<file path="config.mk">
export PLATFORM = sky130hd
export DESIGN_NAME = ahb_apb_bridge
export DESIGN_NICKNAME = d
export VERILOG_FILES = /design/src/rtl/apb_bridge_pkg.sv /design/src/rtl/apb_addr_decode.sv /design/src/rtl/ahb_apb_bridge.sv
export SDC_FILE = /design/constraint.sdc
export NUM_CORES = 1
export LEC_CHECK = 0
export CAP_MARGIN = 30
export CORE_AREA = 2 2 91 93
export DETAILED_ROUTE_END_ITERATION = 7
export DIE_AREA = 0 0 93 95
export MAX_ROUTING_LAYER = met4
export PLACE_DENSITY = 0.84
export REMOVE_ABC_BUFFERS = 1
export SLEW_MARGIN = 20
export SYNTH_ARGS = -nofsm -noshare
export SYNTH_HDL_FRONTEND = slang
export SYNTH_SLANG_ARGS = --single-unit
</file>
<file path="constraint.sdc">
create_clock -name HCLK -period 2.97 [get_ports HCLK]
set_clock_uncertainty 0.15 [all_clocks]
set_input_delay 0.4455 -clock HCLK [delete_from_list [all_inputs] [get_ports HCLK]]
set_output_delay 0.4455 -clock HCLK [all_outputs]
set_load 0.01 [all_outputs]
</file>
<file path="src/rtl/apb_bridge_pkg.sv">
// Shared constants for the AHB-Lite to APB bridge: FSM state codes,
// HTRANS encodings, slave count limit and AHB response values.
package apb_bridge_pkg;

  localparam logic [2:0] ST_IDLE   = 3'd0;
  localparam logic [2:0] ST_SETUP  = 3'd1;
  localparam logic [2:0] ST_ACCESS = 3'd2;
  localparam logic [2:0] ST_ERR1   = 3'd3;
  localparam logic [2:0] ST_ERR2   = 3'd4;

  localparam logic [1:0] HTRANS_IDLE   = 2'b00;
  localparam logic [1:0] HTRANS_BUSY   = 2'b01;
  localparam logic [1:0] HTRANS_NONSEQ = 2'b10;
  localparam logic [1:0] HTRANS_SEQ    = 2'b11;

  localparam int NUM_SLAVES_MAX = 9;

  localparam logic RESP_OKAY  = 1'b0;
  localparam logic RESP_ERROR = 1'b1;

  // NONSEQ and SEQ both carry a real transfer; IDLE and BUSY do not.
  function automatic logic is_active(input logic [1:0] htrans);
    return (htrans == HTRANS_NONSEQ) || (htrans == HTRANS_SEQ);
  endfunction

endpackage

</file>
<file path="src/rtl/apb_addr_decode.sv">
// Combinational slot decoder: maps an AHB address onto one of the
// NUM_SLAVES 2**SLOT_BITS-byte windows above BASE_ADDR.
module apb_addr_decode
  import apb_bridge_pkg::*;
#(
  parameter logic [31:0] BASE_ADDR  = 32'h4000_0000,
  parameter int          SLOT_BITS  = 12,
  parameter int          NUM_SLAVES = NUM_SLAVES_MAX
)(
  input  logic [31:0]           haddr,
  output logic                  hit,
  output logic [NUM_SLAVES-1:0] psel_onehot
);

  logic [3:0]           slot_s;
  logic                 region_s;
  logic [SLOT_BITS-1:0] unused_offset_s;

  assign slot_s          = haddr[SLOT_BITS+3:SLOT_BITS];
  assign region_s        = (haddr[31:SLOT_BITS+4] == BASE_ADDR[31:SLOT_BITS+4]);
  assign unused_offset_s = haddr[SLOT_BITS-1:0];

  // Hit only inside the segment and on a populated slot; select is one-hot or zero.
  always_comb begin
    hit         = region_s && ({1'b0, slot_s} < 5'(NUM_SLAVES));
    psel_onehot = '0;
    for (int i = 0; i < NUM_SLAVES; i++) begin
      if (hit && (slot_s == 4'(i))) begin
        psel_onehot[i] = 1'b1;
      end else begin
        psel_onehot[i] = 1'b0;
      end
    end
  end

endmodule

</file>
<file path="src/rtl/ahb_apb_bridge.sv">
// AHB-Lite slave that turns single AHB transfers into APB SETUP/ACCESS
// sequences, stretching the AHB data phase until the APB slave answers.
// Slave errors, decode misses and timeouts become a two-cycle AHB ERROR.
module ahb_apb_bridge
  import apb_bridge_pkg::*;
#(
  parameter logic [31:0] BASE_ADDR  = 32'h4000_0000,
  parameter int          SLOT_BITS  = 12,
  parameter int          NUM_SLAVES = NUM_SLAVES_MAX,
  parameter int          TIMEOUT    = 255
)(
  input  logic                  HCLK,
  input  logic                  HRESETn,
  input  logic                  HSEL,
  input  logic [31:0]           HADDR,
  input  logic [1:0]            HTRANS,
  input  logic                  HWRITE,
  input  logic [31:0]           HWDATA,
  input  logic                  HREADY,
  output logic                  HREADYOUT,
  output logic                  HRESP,
  output logic [31:0]           HRDATA,
  output logic [31:0]           PADDR,
  output logic                  PWRITE,
  output logic [31:0]           PWDATA,
  output logic [NUM_SLAVES-1:0] PSEL,
  output logic                  PENABLE,
  input  logic                  PREADY,
  input  logic                  PRESP,
  input  logic [31:0]           PRDATA
);

  localparam int CNT_W = (TIMEOUT > 0) ? $clog2(TIMEOUT + 1) : 1;
  localparam logic [CNT_W-1:0] CNT_LAST = (TIMEOUT > 0) ? CNT_W'(TIMEOUT - 1) : '0;

  logic [2:0]            state_r;
  logic [2:0]            state_nxt_s;
  logic [CNT_W-1:0]      cnt_r;
  logic [31:0]           paddr_r;
  logic                  pwrite_r;
  logic [NUM_SLAVES-1:0] psel_r;
  logic                  penable_r;

  logic                  hit_s;
  logic [NUM_SLAVES-1:0] psel_dec_s;
  logic                  done_ok_s;
  logic                  slv_err_s;
  logic                  timeout_s;
  logic                  can_accept_s;
  logic                  accept_s;
  logic                  hreadyout_s;
  logic                  hresp_s;

  apb_addr_decode #(
    .BASE_ADDR  (BASE_ADDR),
    .SLOT_BITS  (SLOT_BITS),
    .NUM_SLAVES (NUM_SLAVES)
  ) u_decode (
    .haddr       (HADDR),
    .hit         (hit_s),
    .psel_onehot (psel_dec_s)
  );

  // Outcome of the current ACCESS cycle: clean completion, slave error or timeout.
  always_comb begin
    done_ok_s = 1'b0;
    slv_err_s = 1'b0;
    timeout_s = 1'b0;
    if (state_r == ST_ACCESS) begin
      done_ok_s = PREADY & ~PRESP;
      slv_err_s = PREADY & PRESP;
      timeout_s = (TIMEOUT != 0) && !PREADY && (cnt_r == CNT_LAST);
    end else begin
      done_ok_s = 1'b0;
      slv_err_s = 1'b0;
      timeout_s = 1'b0;
    end
  end

  assign can_accept_s = (state_r == ST_IDLE) || done_ok_s || (state_r == ST_ERR2);
  assign accept_s     = HSEL && HREADY && is_active(HTRANS) && can_accept_s;

  // Next-state selection; accepted transfers go to SETUP on a hit, ERR1 on a miss.
  always_comb begin
    state_nxt_s = state_r;
    case (state_r)
      ST_IDLE: begin
        if (accept_s) state_nxt_s = hit_s ? ST_SETUP : ST_ERR1;
        else          state_nxt_s = ST_IDLE;
      end
      ST_SETUP: state_nxt_s = ST_ACCESS;
      ST_ACCESS: begin
        if (slv_err_s || timeout_s) state_nxt_s = ST_ERR2;
        else if (done_ok_s) begin
          if (accept_s) state_nxt_s = hit_s ? ST_SETUP : ST_ERR1;
          else          state_nxt_s = ST_IDLE;
        end else begin
          state_nxt_s = ST_ACCESS;
        end
      end
      ST_ERR1: state_nxt_s = ST_ERR2;
      ST_ERR2: begin
        if (accept_s) state_nxt_s = hit_s ? ST_SETUP : ST_ERR1;
        else          state_nxt_s = ST_IDLE;
      end
      default: state_nxt_s = ST_IDLE;
    endcase
  end

  // AHB data-phase response; the first ERROR cycle stalls, the second releases.
  always_comb begin
    hreadyout_s = 1'b1;
    hresp_s     = RESP_OKAY;
    case (state_r)
      ST_IDLE: begin
        hreadyout_s = 1'b1;
        hresp_s     = RESP_OKAY;
      end
      ST_SETUP: begin
        hreadyout_s = 1'b0;
        hresp_s     = RESP_OKAY;
      end
      ST_ACCESS: begin
        hreadyout_s = done_ok_s;
        hresp_s     = (slv_err_s || timeout_s) ? RESP_ERROR : RESP_OKAY;
      end
      ST_ERR1: begin
        hreadyout_s = 1'b0;
        hresp_s     = RESP_ERROR;
      end
      ST_ERR2: begin
        hreadyout_s = 1'b1;
        hresp_s     = RESP_ERROR;
      end
      default: begin
        hreadyout_s = 1'b1;
        hresp_s     = RESP_OKAY;
      end
    endcase
  end

  // State, timeout counter and registered APB control; reset abandons any transfer.
  always_ff @(posedge HCLK or negedge HRESETn) begin
    if (!HRESETn) begin
      state_r   <= ST_IDLE;
      cnt_r     <= '0;
      paddr_r   <= 32'h0000_0000;
      pwrite_r  <= 1'b0;
      psel_r    <= '0;
      penable_r <= 1'b0;
    end else begin
      state_r <= state_nxt_s;
      if (accept_s) begin
        paddr_r  <= HADDR;
        pwrite_r <= HWRITE;
        psel_r   <= hit_s ? psel_dec_s : '0;
      end else if (state_nxt_s != ST_ACCESS) begin
        psel_r <= '0;
      end else begin
        psel_r <= psel_r;
      end
      penable_r <= (state_nxt_s == ST_ACCESS);
      if (state_nxt_s == ST_SETUP) begin
        cnt_r <= '0;
      end else if ((state_r == ST_ACCESS) && !PREADY) begin
        cnt_r <= cnt_r + CNT_W'(1);
      end else begin
        cnt_r <= cnt_r;
      end
    end
  end

  assign HREADYOUT = hreadyout_s;
  assign HRESP     = hresp_s;
  assign HRDATA    = PRDATA;
  assign PADDR     = paddr_r;
  assign PWRITE    = pwrite_r;
  assign PWDATA    = HWDATA;
  assign PSEL      = psel_r;
  assign PENABLE   = penable_r;

endmodule

</file>
==> impl_metrics.yaml, run 1 <==
cells_and_area:
  n_antenna_cell: 0
  seqCellArea_um2: 1350
  multi_input_area_um2: 971
  area_growth_pct: 20.1
  finalNetCount: 365
  final_area_um2: 3440
  drive_gt1_share_pct: 20.5
  final.fill_count: 773
  post-route-util_pct: 43.4
die:
  die_w_um: 93
  design.core.area_um2: 7930
  fp-row-count: 33
  num_io_pins: 214
  die_y_um: 95
  dieArea_um2: 8840
  initial_core_util_pct: 36.1
drt:
  vias_per_cell: 4.98
  wl_per_cell_um: 28.3
  vias: 1811
  antenna_left: 0
  drt_pass1_iterations: 4
  routed_wl_mm: 10.3
  drtIter0Drc: 72
  drc_errors: 0
place:
  place_area_um2: 3340
  port_buffers: 84
  place_hpwl_mm: 8.93
  gp_congestion: 0.909
power:
  power_switching_w: 0.000607
  pwr-share-seq_pct: 47.8
  switching_share_pct: 28.5
  powerDensity_nw_per_um2: 619
  total_power_w: 0.00213
  p_int_w: 0.00152
  p_leak_nw: 1.47
  p_clk_share_pct: 18.9
  p_comb_share_pct: 33.3
  peakVddDrop_v: 0.000327
cts:
  cts-root-buf: "clkbuf_8"
  htree_levels: 2
  clk_latency_ns: 0.30
  cts_resized: 0
  cts_tree: "done"
  cts.sinks: 54
  cts.clk_slew.worst_paths_ns: 0.09
  post_cts_buffers: 0
  clock_path_buffers: 2
  postCtsHoldBufs: 1
  numCtsBuffers: 5
logic_synthesis:
  netlist_area_um2: 2860
  synth-seq-cells: 54
  yosysTopAreaCell: "dfrtp_1"
  ys_seq_area_share_pct: 47.2
  yosysTopAreaCellShare_pct: 47.2
  async_flop_share_pct: 100
  synth_edf_count: 0
  ys_types: 40
  syn_avg_cell_area_um2: 12.5
  yosys_warnings: 0
  synth.area.top_cells: "dfrtp_1 47%, buf_4 17%, mux2_4 10%, mux2_2 5.5%, a22o_1 1.8%"
  netlist_instances: 229
  synth-main-ff-cell: "dfrtp_1"
timing:
  post-route-min-period_ns: 2.62
  slew_headroom_pct: 56.5
  final_max_slew_viol_count: 0
  tns_ns: 0
  max_freq_mhz: 382
  setup_viol: 0
  hold_viol_final: 0
  worst_pin_slew_ns: 0.645
  rsz0062_at_grt: "no"
  holdWs_ns: 0.348
  fin_crit_sh_pct: 88.2
worst_setup_path:
  reg2reg_depth: 5
  endpoint_kind: "primary output"
  r2r_slack_ns: 0.91
  crit_arrival_ns: 2.02
  crit_path_max_fanout: 4
  crit_start: "cnt_r[0]"
  crit_path_start_kind: "register"
  timing.rr.end: "PSEL[5]"
  regToRegStartpoint: "state_r[2]"
  path_class: "register to primary output"
  crit_end: "HRESP"
  required_ns: 2.37
job:
  cap_violations: 0
global_routing:
  track_usage_pct: 23.8
  grt_pass1_vias: 1843
  grt_max_degree: 34
  grt-ovfl-total: 0
  antenna_found_initial: 0
  grt_pass1_wl_mm: 13.9
run_status:
  status: "complete, no violations"
hold_path:
  hold_class: "register to register"
[flip-flops by register name, summed over array words and instances, names as in the netlist]
register and count:
PADDR 32, PSEL 9, cnt_r 8, state_r 3, PENABLE 1, PWRITE 1
[placed cells by master (no fill, tap or decap), types with 2 or more instances in the layout]
master / synthesis / layout
buf_2: 1 / 2
a211oi_1: 3 / 3
nand4_1: 3 / 3
buf_4: 64 / 5
nand3_1: 5 / 5
nand2_1: 2 / 2
nor2b_1: 2 / 2
clkbuf_8: 0 / 5
nand2b_1: 3 / 3
mux2_2: 14 / 14
nor4_1: 3 / 3
and3_1: 2 / 2
nor2_1: 10 / 10
clkdlybuf4s50_1: 0 / 83
ha_1: 2 / 2
mux2_4: 19 / 19
dfrtp_1: 54 / 54
a32o_1: 3 / 3
o21ai_0: 3 / 3
a22o_1: 6 / 6
xor2_1: 6 / 6
[power groups by stage]
stage | sequential, W | combinational [W] | clock (W)
4_1_cts | 0.00102 | 0.000716 | 0.000421
5_1_grt | 0.00104 | 0.000766 | 0.000448
6_report | 0.00102 | 0.000708 | 0.000403
2_1_floorplan | 0.00107 | 0.000258 | 0
3_3_place_gp | 0.00102 | 0.000694 | 0
3_5_place_dp | 0.00103 | 0.000713 | 0
[Yosys cell counts (2+ instances only)]
| cell type | n |
|---|---|
| buf_6 | 4 |
| nand4_1 | 3 |
| nand2_1 | 2 |
| and3_1 | 2 |
| nor4_1 | 3 |
| o21ai_0 | 3 |
| mux2_4 | 19 |
| mux2_2 | 14 |
| nand2b_1 | 3 |
| a211oi_1 | 3 |
| a22o_1 | 6 |
| dfrtp_1 | 54 |
| buf_4 | 64 |
| xor2_1 | 6 |
| ha_1 | 2 |
| nor2_1 | 10 |
| nor2b_1 | 2 |
| a32o_1 | 3 |
| nand3_1 | 5 |
[through the flow]
step	cells	setup slack, ns
final	364	0.350
after global routing	364	0.169
after CTS	364	0.332
after detailed placement	355	0.335
after global placement	354	0.390
after floorplan	160	0.617
[routing by layer]
metal,global-route usage [%],share of wire (%)
met5,-,0
met4,3.68,0.86
met3,29.1,28
met2,34.5,43
met1,20.0,28
[critical path: stages, from the launching register on]
cell	delay, ns
dfrtp_1	0.43
inv_1	0.07
ha_1	0.16
nand4_1	0.11
nor3_1	0.16
a211oi_1	0.08
o21ai_0	0.16
clkdlybuf4s50_1	0.56
[how the worst min path moves through the flow]
| stage | startpoint | end | slack (ns) | cells past startpoint |
|---|---|---|---|---|
| 2_1_floorplan | HRESETn | PADDR[0] | -0.00009 | 0 |
| 3_3_place_gp | HRESETn | PWRITE | 0.27 | 1 |
| 3_5_place_dp | HRESETn | PWRITE | 0.29 | 1 |
| 4_1_cts | PSEL[2] | PSEL[2] | 0.35 | 1 |
| 5_1_grt | PSEL[2] | PSEL[2] | 0.36 | 1 |
| 6_report | PSEL[6] | PSEL[6] | 0.35 | 1 |
[cells by family (layout without fill, tap and decap cells)]
logic type | Yosys count | after routing | synth area share, %
adders and majority gates | 2 | 2 | 0.874
AOI/OAI and AO/OA | 19 | 19 | 5.86
buffers and inverters | 71 | 101 | 18.9
muxes | 33 | 33 | 15.5
DFF | 54 | 54 | 47.2
xor gates and xnor gates | 7 | 7 | 2.14
and+or+nand+nor | 43 | 43 | 9.57
[layout make-up]
type	instances	area share [%]
Sequential cell	54	39.3
Multi-Input combinational cell	104	28.2
Timing Repair Buffer	91	25.8
Tap cell	105	3.82
Clock buffer	6	2.11
Clock inverter	2	0.400
Inverter	2	0.291
(Power assumes the default switching activity.)
==> run 2, diff against run 1 <==
--- a/config.mk
+++ b/config.mk
@@ -7,6 +7,7 @@
 export LEC_CHECK = 0
 export CAP_MARGIN = 30
 export CORE_AREA = 2 2 91 93
+export CTS_CLUSTER_SIZE = 12
 export DETAILED_ROUTE_END_ITERATION = 7
 export DIE_AREA = 0 0 93 95
 export MAX_ROUTING_LAYER = met4
==> results of run 2 <==
Final layout, timing and power as in run 1 (identical DEF).
